## src/rtl/ring_arb_pkg.sv

```systemverilog
// Shared definitions for the token-ring arbiter.
// Holds the FSM state encoding, the default parameter values and the
// counter-width helper.
package ring_arb_pkg;

    typedef enum logic [1:0] {
        S_INIT = 2'd0,
        S_PASS = 2'd1,
        S_HELD = 2'd2,
        S_LOST = 2'd3
    } state_e;

    localparam int unsigned DEF_N          = 4;
    localparam int unsigned DEF_TIMEOUT    = 6;
    localparam int unsigned DEF_HOLD_MAX   = 3;
    localparam int unsigned DEF_STARVE_MAX = 12;

    // Bits needed to hold values 0..max_val (at least one bit).
    function automatic int unsigned cnt_width(input int unsigned max_val);
        return (max_val < 1) ? 1 : $clog2(max_val + 1);
    endfunction

endpackage

```

## src/rtl/ring_starve_mon.sv

```systemverilog
// Per-node starvation monitor: saturating count of cycles spent requesting
// without a grant.
// Ports:
//   clk, reset : clock and synchronous active-high reset
//   req        : node request level
//   grant      : node grant (registered, from the arbiter)
//   at_max     : registered flag, counter sits at STARVE_MAX
module ring_starve_mon
    import ring_arb_pkg::*;
#(
    parameter int unsigned STARVE_MAX = DEF_STARVE_MAX
) (
    input  logic clk,
    input  logic reset,
    input  logic req,
    input  logic grant,
    output logic at_max
);

    localparam int unsigned CNT_W = cnt_width(STARVE_MAX);

    logic [CNT_W-1:0] cnt;
    logic [CNT_W-1:0] cnt_next;

    // Clear when not waiting, otherwise count up and saturate.
    always_comb begin
        cnt_next = cnt;
        if (!req || grant) begin
            cnt_next = '0;
        end else if (cnt != CNT_W'(STARVE_MAX)) begin
            cnt_next = cnt + CNT_W'(1);
        end
    end

    always_ff @(posedge clk) begin
        if (reset) begin
            cnt    <= '0;
            at_max <= 1'b0;
        end else begin
            cnt    <= cnt_next;
            at_max <= (cnt_next == CNT_W'(STARVE_MAX));
        end
    end

endmodule

```

## src/rtl/ring_token_arbiter.sv

```systemverilog
// Token-ring arbiter: one token circulates among N nodes, may be lost in
// transit, is held for a bounded time, and (optionally) is regenerated
// after a timeout. Tracks starvation (error) and full coverage (objective).
// Build option: define RING_ARB_REGEN_EN to regenerate a lost token after
// TIMEOUT cycles; without it LOST is absorbing until reset.
// Ports:
//   clk, reset    : clock and synchronous active-high reset
//   req[N]        : per-node request level
//   loss          : token dropped in transit (sampled in PASS)
//   early_release : holder returns the token early (sampled in HELD)
//   grant[N]      : one-hot or zero grant
//   token_valid   : token exists (PASS or HELD)
//   holder        : current token position
//   error         : sticky starvation flag
//   objective     : sticky, every node granted at least once since reset
module ring_token_arbiter
    import ring_arb_pkg::*;
#(
    parameter int unsigned N          = DEF_N,
    parameter int unsigned TIMEOUT    = DEF_TIMEOUT,
    parameter int unsigned HOLD_MAX   = DEF_HOLD_MAX,
    parameter int unsigned STARVE_MAX = DEF_STARVE_MAX
) (
    input  logic                 clk,
    input  logic                 reset,
    input  logic [N-1:0]         req,
    input  logic                 loss,
    input  logic                 early_release,
    output logic [N-1:0]         grant,
    output logic                 token_valid,
    output logic [$clog2(N)-1:0] holder,
    output logic                 error,
    output logic                 objective
);

    localparam int unsigned HOLDER_W = $clog2(N);
    localparam int unsigned HOLD_W   = cnt_width(HOLD_MAX);

    // Elaboration-time guard on the parameter ranges.
    if (N < 2 || TIMEOUT < 1 || HOLD_MAX < 1 || STARVE_MAX < 1) begin : g_bad_params
        $error("ring_token_arbiter: N must be >= 2 and all limits >= 1");
    end

    state_e              state;
    logic [HOLD_W-1:0]   hold_cnt;
    logic [N-1:0]        served;
    logic [N-1:0]        at_max;
    logic [HOLDER_W-1:0] holder_next;

    // Ring successor of the current holder; N need not be a power of two.
    always_comb begin
        holder_next = holder + HOLDER_W'(1);
        if (holder == HOLDER_W'(N - 1)) begin
            holder_next = '0;
        end
    end

    for (genvar i = 0; i < N; i++) begin : g_starve
        ring_starve_mon #(
            .STARVE_MAX (STARVE_MAX)
        ) u_mon (
            .clk    (clk),
            .reset  (reset),
            .req    (req[i]),
            .grant  (grant[i]),
            .at_max (at_max[i])
        );
    end

`ifdef RING_ARB_REGEN_EN
    localparam int unsigned TIMER_W = cnt_width(TIMEOUT);
    logic [TIMER_W-1:0] timer;
`endif

    // Token FSM with registered outputs plus sticky status flags.
    always_ff @(posedge clk) begin
        if (reset) begin
            state       <= S_INIT;
            holder      <= '0;
            grant       <= '0;
            token_valid <= 1'b0;
            hold_cnt    <= '0;
            served      <= '0;
            error       <= 1'b0;
            objective   <= 1'b0;
`ifdef RING_ARB_REGEN_EN
            timer       <= '0;
`endif
        end else begin
            served    <= served | grant;
            objective <= &(served | grant);
            error     <= error | (|at_max);

            case (state)
                S_INIT: begin
                    state       <= S_PASS;
                    holder      <= '0;
                    token_valid <= 1'b1;
                end
                S_PASS: begin
                    if (loss) begin
                        state       <= S_LOST;
                        token_valid <= 1'b0;
`ifdef RING_ARB_REGEN_EN
                        timer       <= '0;
`endif
                    end else if (req[holder]) begin
                        state    <= S_HELD;
                        hold_cnt <= '0;
                        grant    <= N'(1) << holder;
                    end else begin
                        holder <= holder_next;
                    end
                end
                S_HELD: begin
                    // Early release and hold expiry leave identically.
                    if (early_release || hold_cnt == HOLD_W'(HOLD_MAX - 1)) begin
                        state  <= S_PASS;
                        holder <= holder_next;
                        grant  <= '0;
                    end else begin
                        hold_cnt <= hold_cnt + HOLD_W'(1);
                    end
                end
                S_LOST: begin
`ifdef RING_ARB_REGEN_EN
                    if (timer == TIMER_W'(TIMEOUT - 1)) begin
                        state       <= S_PASS;
                        holder      <= '0;
                        token_valid <= 1'b1;
                    end else begin
                        timer <= timer + TIMER_W'(1);
                    end
`else
                    state <= S_LOST;
`endif
                end
                default: state <= S_INIT;
            endcase
        end
    end

endmodule
```

## config.mk

```make
export PLATFORM = sky130hd
export DESIGN_NAME = ring_token_arbiter
export DESIGN_NICKNAME = d
export VERILOG_FILES = /design/src/rtl/ring_arb_pkg.sv /design/src/rtl/ring_starve_mon.sv /design/src/rtl/ring_token_arbiter.sv
export SDC_FILE = /design/constraint.sdc
export NUM_CORES = 1
export LEC_CHECK = 0
export BUFFER_PORTS_ARGS = -buffer_cell sky130_fd_sc_hd__buf_2
export CAP_MARGIN = 20
export CORE_MARGIN = 5
export CORE_UTILIZATION = 53
export DETAILED_ROUTE_END_ITERATION = 12
export PLACE_DENSITY_LB_ADDON = 0.1
export SYNTH_ARGS = -nofsm -noshare
export SYNTH_HDL_FRONTEND = slang
export SYNTH_HIERARCHICAL = 1
export SYNTH_SLANG_ARGS = --single-unit
```

## constraint.sdc

```tcl
create_clock -name clk -period 1.4 [get_ports clk]
set_input_delay 0.21 -clock clk [delete_from_list [all_inputs] [get_ports clk]]
set_output_delay 0.21 -clock clk [all_outputs]
set_load 0.02 [all_outputs]
```

==> impl_metrics.yaml <==
floorplan:
  dieHeight_um: 71.84
  die_area_mm2: 0.005161
  core_area_mm2: 0.003689
  width_of_the_die_um: 71.84
  core.rowCount: 22
  initial_cell_density_of_the_core: 0.5495
  top_level_ports: 17
pwr:
  power.sequential.fraction: 0.321
  intPower_mw: 2.726
  switching_share: 0.3403
  power-per-cell-area_mw_per_mm2: 1529
  clockPowerShare: 0.216
  power_frac_comb: 0.464
  switching_power_summed_over_all_nets_mw: 1.406
  ir_drop_mv: 1.250
  cellLeakagePower_nw: 1.059
synthesis:
  yosysTopAreaCellShare: 0.3654
  synth.distinct_cells: 40
  synthTopCellsByArea: "dfxtp_1 37%, ha_1 11%, a2111oi_4 6.8%, nor2_1 3.7%, a2111oi_0 3.5%"
  synth_top_area_cell: "dfxtp_1"
  simple_gate_fraction_of_synth_area: 0.2272
  yosys.area_share.adder: 0.1111
  synthCells: 201
  netlist_top_cells_count: "37 x dfxtp_1, 20 x nor2_1, 18 x ha_1"
  asyncSetResetFlopFracSynth: 0
  post_synth_xor_area_fraction: 0
  postSynth.topFlopCell: "dfxtp_1"
  mappedNetlistArea_mm2: 0.002027
  main_combinational_cell_family_by_area_after_synthesis: "simple AND/OR/NAND/NOR gates"
  yosysWarningCount: 6
  synth.avg_cell_area_um2: 10.08
  mappedNetlistNets: 227
  synth_compound_area_frac: 0.1994
  synth_seq_area_share: 0.3654
  synth_mux_area_frac: 0.06173
  ys_ff_latch: 37
  synth_most_common_cell: "dfxtp_1"
  synth-edff-count: 0
clock_network:
  clockRootBuffer: "clkbuf_8"
  cts_tree: "built"
  cts.reportedPaths.clkPinSlew_ps: 70
  clock_sinks: 37
  htree_num_levels: 2
  worstSkewPairLatency_ps: 290
  cts_max_path_buffers: 2
  numCtsBuffers: 5
place:
  finalWeightedCongestion: 0.8078
  hpwlAfterDp_mm: 3.340
  placedInstanceArea_mm2: 0.002371
  io_port_bufs: 16
  placement.setup.worst_slack_ps: -178.2
critical_path:
  regToRegSetupSlack_ps: -70
  cp_slowest_stage_delay_ps: 370
  reg2reg_to: "grant[1]"
  worst_r2r_startpoint: "state[1]"
  critPathSlowestCell: "dfxtp_4"
  setup.worst_path.end_class: "register"
  timing.critical_path.to: "grant[1]"
  timing.critical_path.cells: "inv_4 -> ha_4 -> nand2_4 -> buf_6 -> o221a_4 -> nand3b_4 -> mux2i_1"
  critPathArrivalTime_ps: 1700
  worstPathRequired_ps: 1620
  cp.buffers_inverters: 2
  cp-start-kind: "register"
  crit_path_max_fanout: 7
  cp-startpoint: "state[1]"
  worstSetupPathDepth: 7
  reg2regPathDepth: 7
  path_delay_family: "flip-flops"
  path_class: "reg -> reg"
detailed_routing:
  drt_iter0_drc: 44
  total_iterations_of_the_first_detailed_routing_run: 4
  via_count: 1633
  final_routed_wirelength_across_all_metal_layers_mm: 4.733
  post_drt_antenna_nets: 0
  route.detailed.vias_per_inst: 5.554
  drc: 0
  wl_per_cell_um: 16.10
sta:
  finalCriticalPeriod_ps: 1470
  grt_setup_unrepaired: "yes"
  final_critical_path_setup_slack_ps: -70.25
  timing.final.setup_violations: 8
  maxSlewViolCount: 0
  finalHoldWorstSlack_ps: 330.3
  finalCritPeriodShare: 1.050
  hold_viol_final: 0
  max_freq_mhz: 680.2
  relative_slew_slack: 0.7249
  transition_at_the_pin_with_the_smallest_max_transition_slack_ps: 412.6
  finClkSkew_ps: 6.200
cells_and_area:
  nFillCells: 265
  net_total_in_the_final_layout: 272
  post_route_cells_drive_above_1_share: 0.4268
  post-route-cell-area_mm2: 0.002703
  synthToLayoutAreaGrowth_pct: 33.33
  antenna_cells_inserted: 0
grt:
  via_count_of_the_first_global_routing_pass: 1700
  grt_util_all_layers: 0.1919
  grt_start_max_net_pins: 15
  grt_antenna_before_repair: 0
  globalRouteOverflowTotal: 0
  grt_pass1_wl_mm: 7.769
worst_hold_path:
  min-delay-path-class: "in -> reg"
status:
  violations: "setup timing"
  outcome: "complete, but fails checks"
flow_run:
  max_cap_violations: 0
placed cells by master (no fill, tap or decap), drive strengths merged, types with 2 or more instances in the layout:
cell     synthesis  routed
nor3             4       4
nor2            20      20
nor2b            4       4
clkbuf           2       5
and3             8       8
nand3b           2       2
a2111oi         13      13
a21o             4       4
nand4            5       5
nor3b            6       6
mux2             3       3
mux2i            8       8
a31o             4       4
a21oi            3       3
nand2b          11      11
and2             4       4
o21ai            4       4
dfxtp           37      37
inv             14      14
a31oi            5       5
nand2           11      11
ha              18      18
buf              1      41
power by group through the flow:
stage	registers (mW)	logic [mW]	clock network, mW
6_report	1.33	1.92	0.891
5_1_grt	1.34	2.07	0.955
4_1_cts	1.31	1.76	0.902
3_5_place_dp	1.28	1.54	0
3_3_place_gp	1.28	1.50	0
2_1_floorplan	1.31	0.925	0
sequential cells by signal (all words and copies together) (netlist names), 2 cells and up:
| signal | cells |
|---|---|
| g_starve.u_mon/cnt | 16 |
| g_starve.u_mon/at_max | 4 |
| served | 4 |
| grant | 4 |
| hold_cnt | 2 |
| holder | 2 |
| state | 2 |
layer usage:
| metal | vias to the layer above | global-route usage | wire length (um) |
|---|---|---|---|
| li1 | 826 | - | - |
| met2 | 17 | 0.3622 | 2537 |
| met5 | - | 0 | 0 |
| met1 | 782 | 0.2027 | 1991 |
| met4 | 0 | 0.06889 | 83 |
| met3 | 8 | 0.04909 | 120 |
worst min-delay path by stage:
stage | start | endpoint | slack (ps) | cells past startpoint
2_1_floorplan | reset | g_starve[0].u_mon/cnt[3] | 280 | 1
3_3_place_gp | served[2] | served[2] | 430 | 2
3_5_place_dp | served[1] | served[1] | 450 | 2
4_1_cts | loss | holder[1] | 310 | 3
5_1_grt | loss | holder[0] | 340 | 3
6_report | reset | g_starve[3].u_mon/cnt[0] | 330 | 2
cells by family (layout without fill, tap and decap cells):
family,count (synthesis),in the layout
adders and majority gates,18,18
buffers and inverters,17,62
and+or+nand+nor,79,79
AOI/OAI and AO/OA,39,39
DFF,37,37
muxes,11,11
area by class of cell:
class                      count  area [um2]  area share
tap                           48       60.06     0.02222
timing repair buffer          41       299.0      0.1106
clock inverter                 2       35.03     0.01296
inverter                      14       57.56     0.02130
multi-input combinational    147        1424      0.5269
sequential                    37       758.2      0.2806
clock buffer                   5       68.82     0.02546
what timing repair did:
action                     4_1_cts  5_1_grt
hold endpoints to repair         0        0
buffers inserted                 2        0
setup endpoints to repair       13       17
hold buffers                     0        0
gates resized for setup         34       24
pin swaps                        8       13
stage by stage:
step | util | TNS, ps | instances | power, mW
after global placement | 0.6428 | -875.5 | 286 | 2.774
final | 0.7327 | -505.8 | 294 | 4.132
after global routing | 0.7327 | -1270 | 294 | 4.371
after CTS | 0.7076 | -463.5 | 294 | 3.966
after floorplan | - | -484.0 | 201 | 2.233
after detailed placement | 0.6428 | -1463 | 286 | 2.823
(Power assumes the default switching activity.)
